--- src/rtl/pdm_audio_stream_pkg.sv ---
// ============================================================================
// Module      : pdm_stream_pkg
// Description : Shared definitions for the PDM audio front end. These are the
//               capture-mode encodings, the frame FSM state type and the
//               FIFO entry layout.
// Ports       : none (package)
// Revision    : 1.0 - initial release
// ============================================================================
`default_nettype none

package pdm_stream_pkg;

    // Capture mode selected by mode_in.
    localparam logic MODE_CONT  = 1'b0;   // frames back to back
    localparam logic MODE_GATED = 1'b1;   // frames start only while record_in is high

    // Default sample width used by the packed FIFO entry layout.
    localparam int SAMPLE_W_DEFAULT = 16;

    typedef enum logic [0:0] {
        IDLE    = 1'b0,
        CAPTURE = 1'b1
    } state_t;

    // One FIFO word. The last flag sits above the sample bits.
    typedef struct packed {
        logic                        last;
        logic [SAMPLE_W_DEFAULT-1:0] data;
    } fifo_entry_t;

endpackage

`default_nettype wire

--- src/rtl/pdm_audio_stream_fifo.sv ---
// ============================================================================
// Module      : stream_fifo
// Description : Synchronous FIFO with first-word-fall-through read data.
//               A write into a full FIFO is accepted only when a read happens
//               in the same cycle.
// Ports       : clk_i/rst_i     clock, synchronous active-high reset
//               wr_en_i/wr_data_i  write request and data
//               rd_en_i          pop the head entry (ignored when empty)
//               rd_data_o        head entry, valid whenever empty_o is low
//               full_o/empty_o   occupancy flags
// Revision    : 1.0 - initial release
// ============================================================================
`default_nettype none

module stream_fifo #(
    parameter int WIDTH = 17,
    parameter int DEPTH = 16
) (
    input  logic             clk_i,
    input  logic             rst_i,
    input  logic             wr_en_i,
    input  logic [WIDTH-1:0] wr_data_i,
    input  logic             rd_en_i,
    output logic [WIDTH-1:0] rd_data_o,
    output logic             full_o,
    output logic             empty_o
);

    localparam int AW = $clog2(DEPTH);

    logic [WIDTH-1:0] mem_q [DEPTH];
    logic [AW:0]      wptr_q;
    logic [AW:0]      rptr_q;

    logic w_full;
    logic w_empty;
    logic w_do_rd;
    logic w_do_wr;

    // The pointers carry one extra wrap bit so that full and empty can be told apart.
    assign w_full  = (wptr_q[AW] != rptr_q[AW]) && (wptr_q[AW-1:0] == rptr_q[AW-1:0]);
    assign w_empty = (wptr_q == rptr_q);
    assign w_do_rd = rd_en_i & ~w_empty;
    assign w_do_wr = wr_en_i & (~w_full | w_do_rd);

    always_ff @(posedge clk_i) begin
        if (rst_i) begin
            wptr_q <= '0;
            rptr_q <= '0;
        end else begin
            if (w_do_wr) begin
                wptr_q <= wptr_q + 1'b1;
            end
            if (w_do_rd) begin
                rptr_q <= rptr_q + 1'b1;
            end
        end
    end

    // The storage is not reset. Its contents are only visible through rd_data_o when the FIFO is not empty.
    always_ff @(posedge clk_i) begin
        if (w_do_wr) begin
            mem_q[wptr_q[AW-1:0]] <= wr_data_i;
        end
    end

    assign rd_data_o = mem_q[rptr_q[AW-1:0]];
    assign full_o    = w_full;
    assign empty_o   = w_empty;

endmodule

`default_nettype wire

--- src/rtl/pdm_audio_stream.sv ---
// ============================================================================
// Module      : pdm_audio_stream
// Description : PDM microphone front end. It generates mic_clk, decimates the
//               1-bit stream into signed PCM samples and frames them into
//               FRAME_LEN blocks. The samples are delivered through a FIFO on
//               a valid/ready stream port.
// Ports       : clk_in/rst_in        system clock, sync active-high reset
//               mic_data/mic_clk     PDM bit in, microphone clock out
//               mode_in/record_in    continuous or record-gated capture
//               m_valid/m_ready/m_data/m_last  sample stream
//               sample_tap_valid     pulse per decimated sample (pre-FIFO)
//               overflow             sticky sample-dropped flag
//               frame_count          completed frames, wraps at 2^16
// Revision    : 1.0 - initial release
// ============================================================================
`default_nettype none

module pdm_audio_stream
    import pdm_stream_pkg::*;
#(
    parameter int CLK_DIV    = 32,
    parameter int DECIM_LOG2 = 8,
    parameter int SAMPLE_W   = 16,
    parameter int FRAME_LEN  = 1024,
    parameter int FIFO_DEPTH = 16
) (
    input  logic                clk_in,
    input  logic                rst_in,
    input  logic                mic_data,
    output logic                mic_clk,
    input  logic                mode_in,
    input  logic                record_in,
    output logic                m_valid,
    input  logic                m_ready,
    output logic [SAMPLE_W-1:0] m_data,
    output logic                m_last,
    output logic                sample_tap_valid,
    output logic                overflow,
    output logic [15:0]         frame_count
);

    localparam int CNT_W  = $clog2(CLK_DIV);
    localparam int FIDX_W = (FRAME_LEN > 2) ? $clog2(FRAME_LEN) : 1;
    localparam int SHIFT  = SAMPLE_W - DECIM_LOG2;

    localparam logic [CNT_W-1:0]      CNT_MAX   = CNT_W'(CLK_DIV - 1);
    localparam logic [CNT_W-1:0]      CNT_HALF  = CNT_W'(CLK_DIV / 2);
    localparam logic [DECIM_LOG2-1:0] STEP_MAX  = '1;
    localparam logic [DECIM_LOG2-1:0] MID       = DECIM_LOG2'(2 ** (DECIM_LOG2 - 1));
    localparam logic [DECIM_LOG2-1:0] POS_MAX   = MID - 1'b1;
    localparam logic [FIDX_W-1:0]     FIDX_LAST = FIDX_W'(FRAME_LEN - 1);

    // ------------------------------------------------------------------
    // Microphone clock
    // ------------------------------------------------------------------
    logic [CNT_W-1:0] cnt_q;
    logic             mic_clk_q;
    logic             mic_clk_prev_q;
    logic             w_pdm_step;

    always_ff @(posedge clk_in) begin
        if (rst_in) begin
            cnt_q          <= '0;
            mic_clk_q      <= 1'b0;
            mic_clk_prev_q <= 1'b0;
        end else begin
            cnt_q          <= (cnt_q == CNT_MAX) ? '0 : cnt_q + 1'b1;
            mic_clk_q      <= (cnt_q < CNT_HALF);
            mic_clk_prev_q <= mic_clk_q;
        end
    end

    // mic_data is taken in the cycle right after each mic_clk rise.
    assign w_pdm_step = mic_clk_q & ~mic_clk_prev_q;
    assign mic_clk    = mic_clk_q;

    // ------------------------------------------------------------------
    // Decimation: count the ones over exactly 2^DECIM_LOG2 steps
    // ------------------------------------------------------------------
    logic [DECIM_LOG2-1:0]      step_cnt_q;
    logic [DECIM_LOG2:0]        tally_q;
    logic                       final_q;
    logic                       tap_q;
    logic [SAMPLE_W-1:0]        sample_q;
    logic signed [DECIM_LOG2-1:0] w_sat;
    logic [SAMPLE_W-1:0]        w_sample;

    // The tally can only reach 2^D when every bit was one. That case saturates to the largest positive code.
    // Every other tally, minus the midpoint, already fits in D bits.
    assign w_sat    = tally_q[DECIM_LOG2] ? POS_MAX : (tally_q[DECIM_LOG2-1:0] - MID);
    assign w_sample = SAMPLE_W'(w_sat) << SHIFT;

    always_ff @(posedge clk_in) begin
        if (rst_in) begin
            step_cnt_q <= '0;
            tally_q    <= '0;
            final_q    <= 1'b0;
            tap_q      <= 1'b0;
            sample_q   <= '0;
        end else begin
            final_q <= w_pdm_step && (step_cnt_q == STEP_MAX);
            tap_q   <= final_q;
            if (w_pdm_step) begin
                step_cnt_q <= step_cnt_q + 1'b1;
                tally_q    <= tally_q + {{DECIM_LOG2{1'b0}}, mic_data};
            end else if (final_q) begin
                // The tally now includes the final bit. Convert it and restart the count.
                sample_q <= w_sample;
                tally_q  <= '0;
            end
        end
    end

    assign sample_tap_valid = tap_q;

    // ------------------------------------------------------------------
    // Frame FSM
    // ------------------------------------------------------------------
    state_t             state_q;
    state_t             state_d;
    logic [FIDX_W-1:0]  fidx_q;
    logic [FIDX_W-1:0]  fidx_d;
    logic [15:0]        frame_cnt_q;
    logic [15:0]        frame_cnt_d;
    logic               overflow_q;
    logic               overflow_d;

    logic               w_wr_try;
    logic               w_wr_last;
    logic               w_wr_ok;
    logic               w_continue;
    logic               w_fifo_full;
    logic               w_fifo_empty;
    logic               w_fifo_valid;
    logic               w_pop;
    logic [SAMPLE_W:0]  w_rd_data;

    assign w_fifo_valid = ~w_fifo_empty;
    assign w_pop        = w_fifo_valid & m_ready;
    assign w_continue   = (mode_in == MODE_CONT) || ((mode_in == MODE_GATED) && record_in);
    // A full FIFO still accepts the write when it is popped in the same cycle.
    assign w_wr_ok      = w_wr_try & (~w_fifo_full | w_pop);

    always_ff @(posedge clk_in) begin
        if (rst_in) begin
            state_q     <= IDLE;
            fidx_q      <= '0;
            frame_cnt_q <= '0;
            overflow_q  <= 1'b0;
        end else begin
            state_q     <= state_d;
            fidx_q      <= fidx_d;
            frame_cnt_q <= frame_cnt_d;
            overflow_q  <= overflow_d;
        end
    end

    always_comb begin
        state_d     = state_q;
        fidx_d      = fidx_q;
        frame_cnt_d = frame_cnt_q;
        overflow_d  = overflow_q;
        case (state_q)
            IDLE: begin
                // The sample that starts capture is not written.
                if (tap_q && w_continue) begin
                    state_d = CAPTURE;
                end
            end
            CAPTURE: begin
                if (w_wr_try && !w_wr_ok) begin
                    overflow_d = 1'b1;
                end
                if (w_wr_ok) begin
                    if (w_wr_last) begin
                        fidx_d      = '0;
                        frame_cnt_d = frame_cnt_q + 16'd1;
                        if (!w_continue) begin
                            state_d = IDLE;
                        end
                    end else begin
                        fidx_d = fidx_q + 1'b1;
                    end
                end
            end
            default: state_d = IDLE;
        endcase
    end

    always_comb begin
        w_wr_try  = 1'b0;
        w_wr_last = 1'b0;
        if ((state_q == CAPTURE) && tap_q) begin
            w_wr_try  = 1'b1;
            w_wr_last = (fidx_q == FIDX_LAST);
        end
    end

    assign overflow    = overflow_q;
    assign frame_count = frame_cnt_q;

    // ------------------------------------------------------------------
    // Output FIFO
    // ------------------------------------------------------------------
    stream_fifo #(
        .WIDTH (SAMPLE_W + 1),
        .DEPTH (FIFO_DEPTH)
    ) u_fifo (
        .clk_i     (clk_in),
        .rst_i     (rst_in),
        .wr_en_i   (w_wr_ok),
        .wr_data_i ({w_wr_last, sample_q}),
        .rd_en_i   (w_pop),
        .rd_data_o (w_rd_data),
        .full_o    (w_fifo_full),
        .empty_o   (w_fifo_empty)
    );

    // Data is zero while nothing is presented. This keeps the reset values defined even though the storage is not reset.
    assign m_valid = w_fifo_valid;
    assign m_data  = w_fifo_valid ? w_rd_data[SAMPLE_W-1:0] : '0;
    assign m_last  = w_fifo_valid & w_rd_data[SAMPLE_W];

endmodule

`default_nettype wire

--- config.mk ---
export PLATFORM = sky130hd
export DESIGN_NAME = pdm_audio_stream
export DESIGN_NICKNAME = d
export VERILOG_FILES = /design/src/rtl/pdm_audio_stream_pkg.sv /design/src/rtl/pdm_audio_stream_fifo.sv /design/src/rtl/pdm_audio_stream.sv
export SDC_FILE = /design/constraint.sdc
export NUM_CORES = 1
export LEC_CHECK = 0
export BUFFER_PORTS_ARGS = -buffer_cell sky130_fd_sc_hd__buf_2
export CORE_ASPECT_RATIO = 0.8
export CORE_MARGIN = 1.5
export CORE_UTILIZATION = 60
export CTS_CLUSTER_SIZE = 24
export DETAILED_ROUTE_END_ITERATION = 10
export PLACE_DENSITY = 0.88
export SETUP_SLACK_MARGIN = 0.4
export SLEW_MARGIN = 40
export SYNTH_ARGS = -nofsm -noshare
export SYNTH_HDL_FRONTEND = slang
export SYNTH_SLANG_ARGS = --single-unit
--- constraint.sdc ---
create_clock -name clk_in -period 2.7 [get_ports clk_in]
set_input_delay 0.675 -clock clk_in [delete_from_list [all_inputs] [get_ports clk_in]]
set_output_delay 0.675 -clock clk_in [all_outputs]
set_load 0.02 [all_outputs]
==> results.sh <==
export IMPL_core_area_um2=14900
export IMPL_totalWireLength_um=19600
export IMPL_power_density_nw_per_um2=608
export IMPL_path_max_fanout=6
export IMPL_min_from="cnt_q[4]"
export IMPL_gr_total_overflow=0
export IMPL_crit_arrival_ns=2.31
export IMPL_min_period_ns=2.98
export IMPL_holdPathStages=1
export IMPL_grt_max_degree=67
export IMPL_report_final_slew_viol_count=0
export IMPL_hpwl_um=11600
export IMPL_reg2reg_setup_slack_ns=0.52
export IMPL_layout_setup_ws_ns=-0.283
export IMPL_grt_antenna_before_repair=0
export IMPL_synthCells=645
export IMPL_start_util=0.609
export IMPL_r2r_cells=5
export IMPL_synthDistinctLibCells=56
export IMPL_min_path_type="register to register"
export IMPL_syn_area_um2=9080
export IMPL_grt_pass1_wl_um=30700
export IMPL_fp_dieH_um=113
export IMPL_avgRoutedWirePerCell_um=21.4
export IMPL_root_buffer="clkbuf_16"
export IMPL_design_area_um2=10600
export IMPL_num_antenna_cells=0
export IMPL_fin_cells=914
export IMPL_dieArea_um2=15900
export IMPL_grt_util_all_layers=0.251
export IMPL_r2r_start="u_fifo.wptr_q[1]"
export IMPL_slew_headroom=0.465
export IMPL_reg2reg_to="u_fifo.mem_q[14][8]"
export IMPL_violations="negative setup slack"
export IMPL_hold_path_end="mic_clk"
export IMPL_synth_seq_cells=220
export IMPL_area_delta_synth_final_pct=16.3
export IMPL_fin_util=0.708
export IMPL_worst_pin_slew_ns=0.801
export IMPL_htreeDepth=1
export IMPL_first_global_vias=5758
export IMPL_synth_warnings=0
export IMPL_first_iter_violations=405
export IMPL_numCtsBuffers=21
export IMPL_placed_cells=858
export IMPL_critPathCaptureType="output pin"
export IMPL_drive_gt1_frac=0.261
export IMPL_die_w_um=141
export IMPL_boundaryPins=43
export IMPL_cts_tree="done"
export IMPL_viasPerCell=6.26
export IMPL_finalHoldViolations=0
export IMPL_critPathKind="register to output pin"
export IMPL_port_buffers=34
export IMPL_dr_pass1_iters=7
export IMPL_drc=0
export IMPL_ys_flop_type="edfxtp_1"
export IMPL_placed_area_um2=9590
export IMPL_gp_congestion=0.806
export IMPL_clock_path_buffers=3
export IMPL_cts_sinks=220
export IMPL_rsz0062_at_grt="true"
export IMPL_maxCapViolCount=0
export IMPL_cts_reportedPaths_clkPinSlew_ns=0.06
export IMPL_vdd_drop_max_v=0.000486
export IMPL_synth_seq_area_share=0.643
export IMPL_syn_area_per_cell_um2=14.1
export IMPL_num_rows=40
export IMPL_antenna_left=0
export IMPL_clkLatencyLatePin_ns=0.50
export IMPL_hold_buffers=0
export IMPL_finalClockSkew_ns=0.0212
export IMPL_cp_required_ns=2.03
export IMPL_synth_edf_count=144
export IMPL_synth_async_reset_ratio=0
export IMPL_fmax_ghz=0.335
export IMPL_vias=5723
export IMPL_nFillCells=898
export IMPL_status="complete, but fails checks"
export IMPL_layout_nets=729
export IMPL_fin_crit_sh=1.10
export IMPL_p_leak_uw=0.00364
export IMPL_start_kind="register"
export IMPL_setup_violations=9
[Yosys cell counts (4+ instances only)]
| cell | n | area [um2] |
|---|---|---|
| nand3_1 | 15 | 75.1 |
| or3_1 | 15 | 93.8 |
| buf_4 | 13 | 97.6 |
| and3_1 | 19 | 119 |
| dfxtp_1 | 76 | 1520 |
| and2_1 | 6 | 37.5 |
| nor3_1 | 24 | 120 |
| edfxtp_1 | 144 | 4320 |
| nand3b_1 | 4 | 30.0 |
| nor2_1 | 41 | 154 |
| nand2_1 | 24 | 90.1 |
| mux4_2 | 36 | 811 |
| xnor2_1 | 20 | 175 |
| nand4_1 | 12 | 75.1 |
| clkbuf_1 | 20 | 75.1 |
| a21oi_1 | 37 | 185 |
| o21ai_0 | 15 | 75.1 |
| inv_1 | 7 | 26.3 |
| a211oi_1 | 21 | 158 |
| buf_2 | 5 | 25.0 |
| nor2b_1 | 16 | 100 |
| xor2_1 | 8 | 70.1 |
| mux2i_1 | 12 | 120 |
| and4_1 | 4 | 35.0 |
| ha_1 | 12 | 150 |
[how the worst max path moves through the flow]
stage,cells after the start,to,start
6_report,7,m_data[13],register
2_1_floorplan,6,m_data[14],register
3_3_place_gp,6,m_data[11],register
3_5_place_dp,6,m_data[11],register
4_1_cts,6,m_data[13],register
5_1_grt,6,m_data[12],register
[cells in the final DEF (no fill, tap or decap), types with 9 or more instances in the layout]
master	n
edfxtp_1	144
dfxtp_1	67
or3_1	15
xnor2_1	16
nand2_1	24
clkbuf_16	21
nor2_1	41
and3_1	16
buf_2	32
o21ai_0	15
nor2b_1	14
dfxtp_4	9
buf_4	36
a21oi_1	37
nand3_1	15
ha_1	12
nand4_1	12
mux2i_1	9
nor3_1	24
mux4_2	36
a211oi_2	13
[metrics by stage]
stage / hold WS [ns] / setup TNS (ns) / setup slack [ns] / power (uW)
2_1_floorplan: 0.399 / 0 / 0.399 / 3690
3_3_place_gp: 0.409 / 0 / 0.212 / 3690
3_5_place_dp: 0.421 / 0 / 0.137 / 3700
4_1_cts: 0.431 / -1.96 / -0.237 / 6440
5_1_grt: 0.439 / -2.76 / -0.338 / 6580
6_report: 0.433 / -2.13 / -0.283 / 6420
[worst max-delay path, stage by stage, from the launching register on]
cell and delay, ns:
dfxtp_4 0.39, buf_12 0.14, buf_4 0.11, buf_4 0.10
mux4_2 0.52, a211oi_4 0.31, a211oi_2 0.08, buf_2 0.17
[what timing repair did]
action,4_1_cts,5_1_grt
endpoints found under the setup margin,10,16
setup buffers,14,4
pin swaps,8,2
endpoints found under the hold margin,0,0
resized for setup,37,12
gates cloned,1,0
[cell type report]
| type | count | area [um2] | area share |
|---|---|---|---|
| clock buffers | 26 | 544 | 0.0515 |
| multi-input cells | 382 | 3160 | 0.299 |
| inverters | 8 | 36.3 | 0.00343 |
| flip-flops and latches | 220 | 5880 | 0.557 |
| well taps | 189 | 236 | 0.0224 |
| clock inverters | 11 | 104 | 0.00983 |
| repair buffers | 78 | 603 | 0.0571 |
[registers in the layout, summed over array words and instances, names as in the netlist, 5 cells and up, named ones only]
| name | count |
|---|---|
| cnt_q | 5 |
| fidx_q | 10 |
| frame_count | 16 |
| sample_q | 8 |
| step_cnt_q | 8 |
| tally_q | 9 |
| u_fifo.mem_q | 144 |
| u_fifo.rptr_q | 5 |
| u_fifo.wptr_q | 5 |
[metal layers]
metal	share of wire	GRT usage
met1	0.40	0.321
met2	0.52	0.459
met3	0.059	0.0360
met4	0.020	0.0569
met5	0	0
[kinds of logic after synthesis]
| kind of cell | after synthesis | synth area share |
|---|---|---|
| AO/OA/AOI/OAI | 89 | 0.0631 |
| XOR/XNOR | 29 | 0.0288 |
| adder cells (fa/ha/maj) | 12 | 0.0165 |
| buffers and inverters | 50 | 0.0277 |
| flip-flops | 220 | 0.643 |
| multiplexers | 50 | 0.105 |
| other | 1 | 0.000413 |
| AND/OR/NAND/NOR | 194 | 0.115 |
[power by group]
part	switching, uW	internal [uW]
combinational	47.0	19.8
sequential	7.92	3540
clock	1180	1620
total	1240	5180
Note: power is estimated with default switching activity, not from simulation.
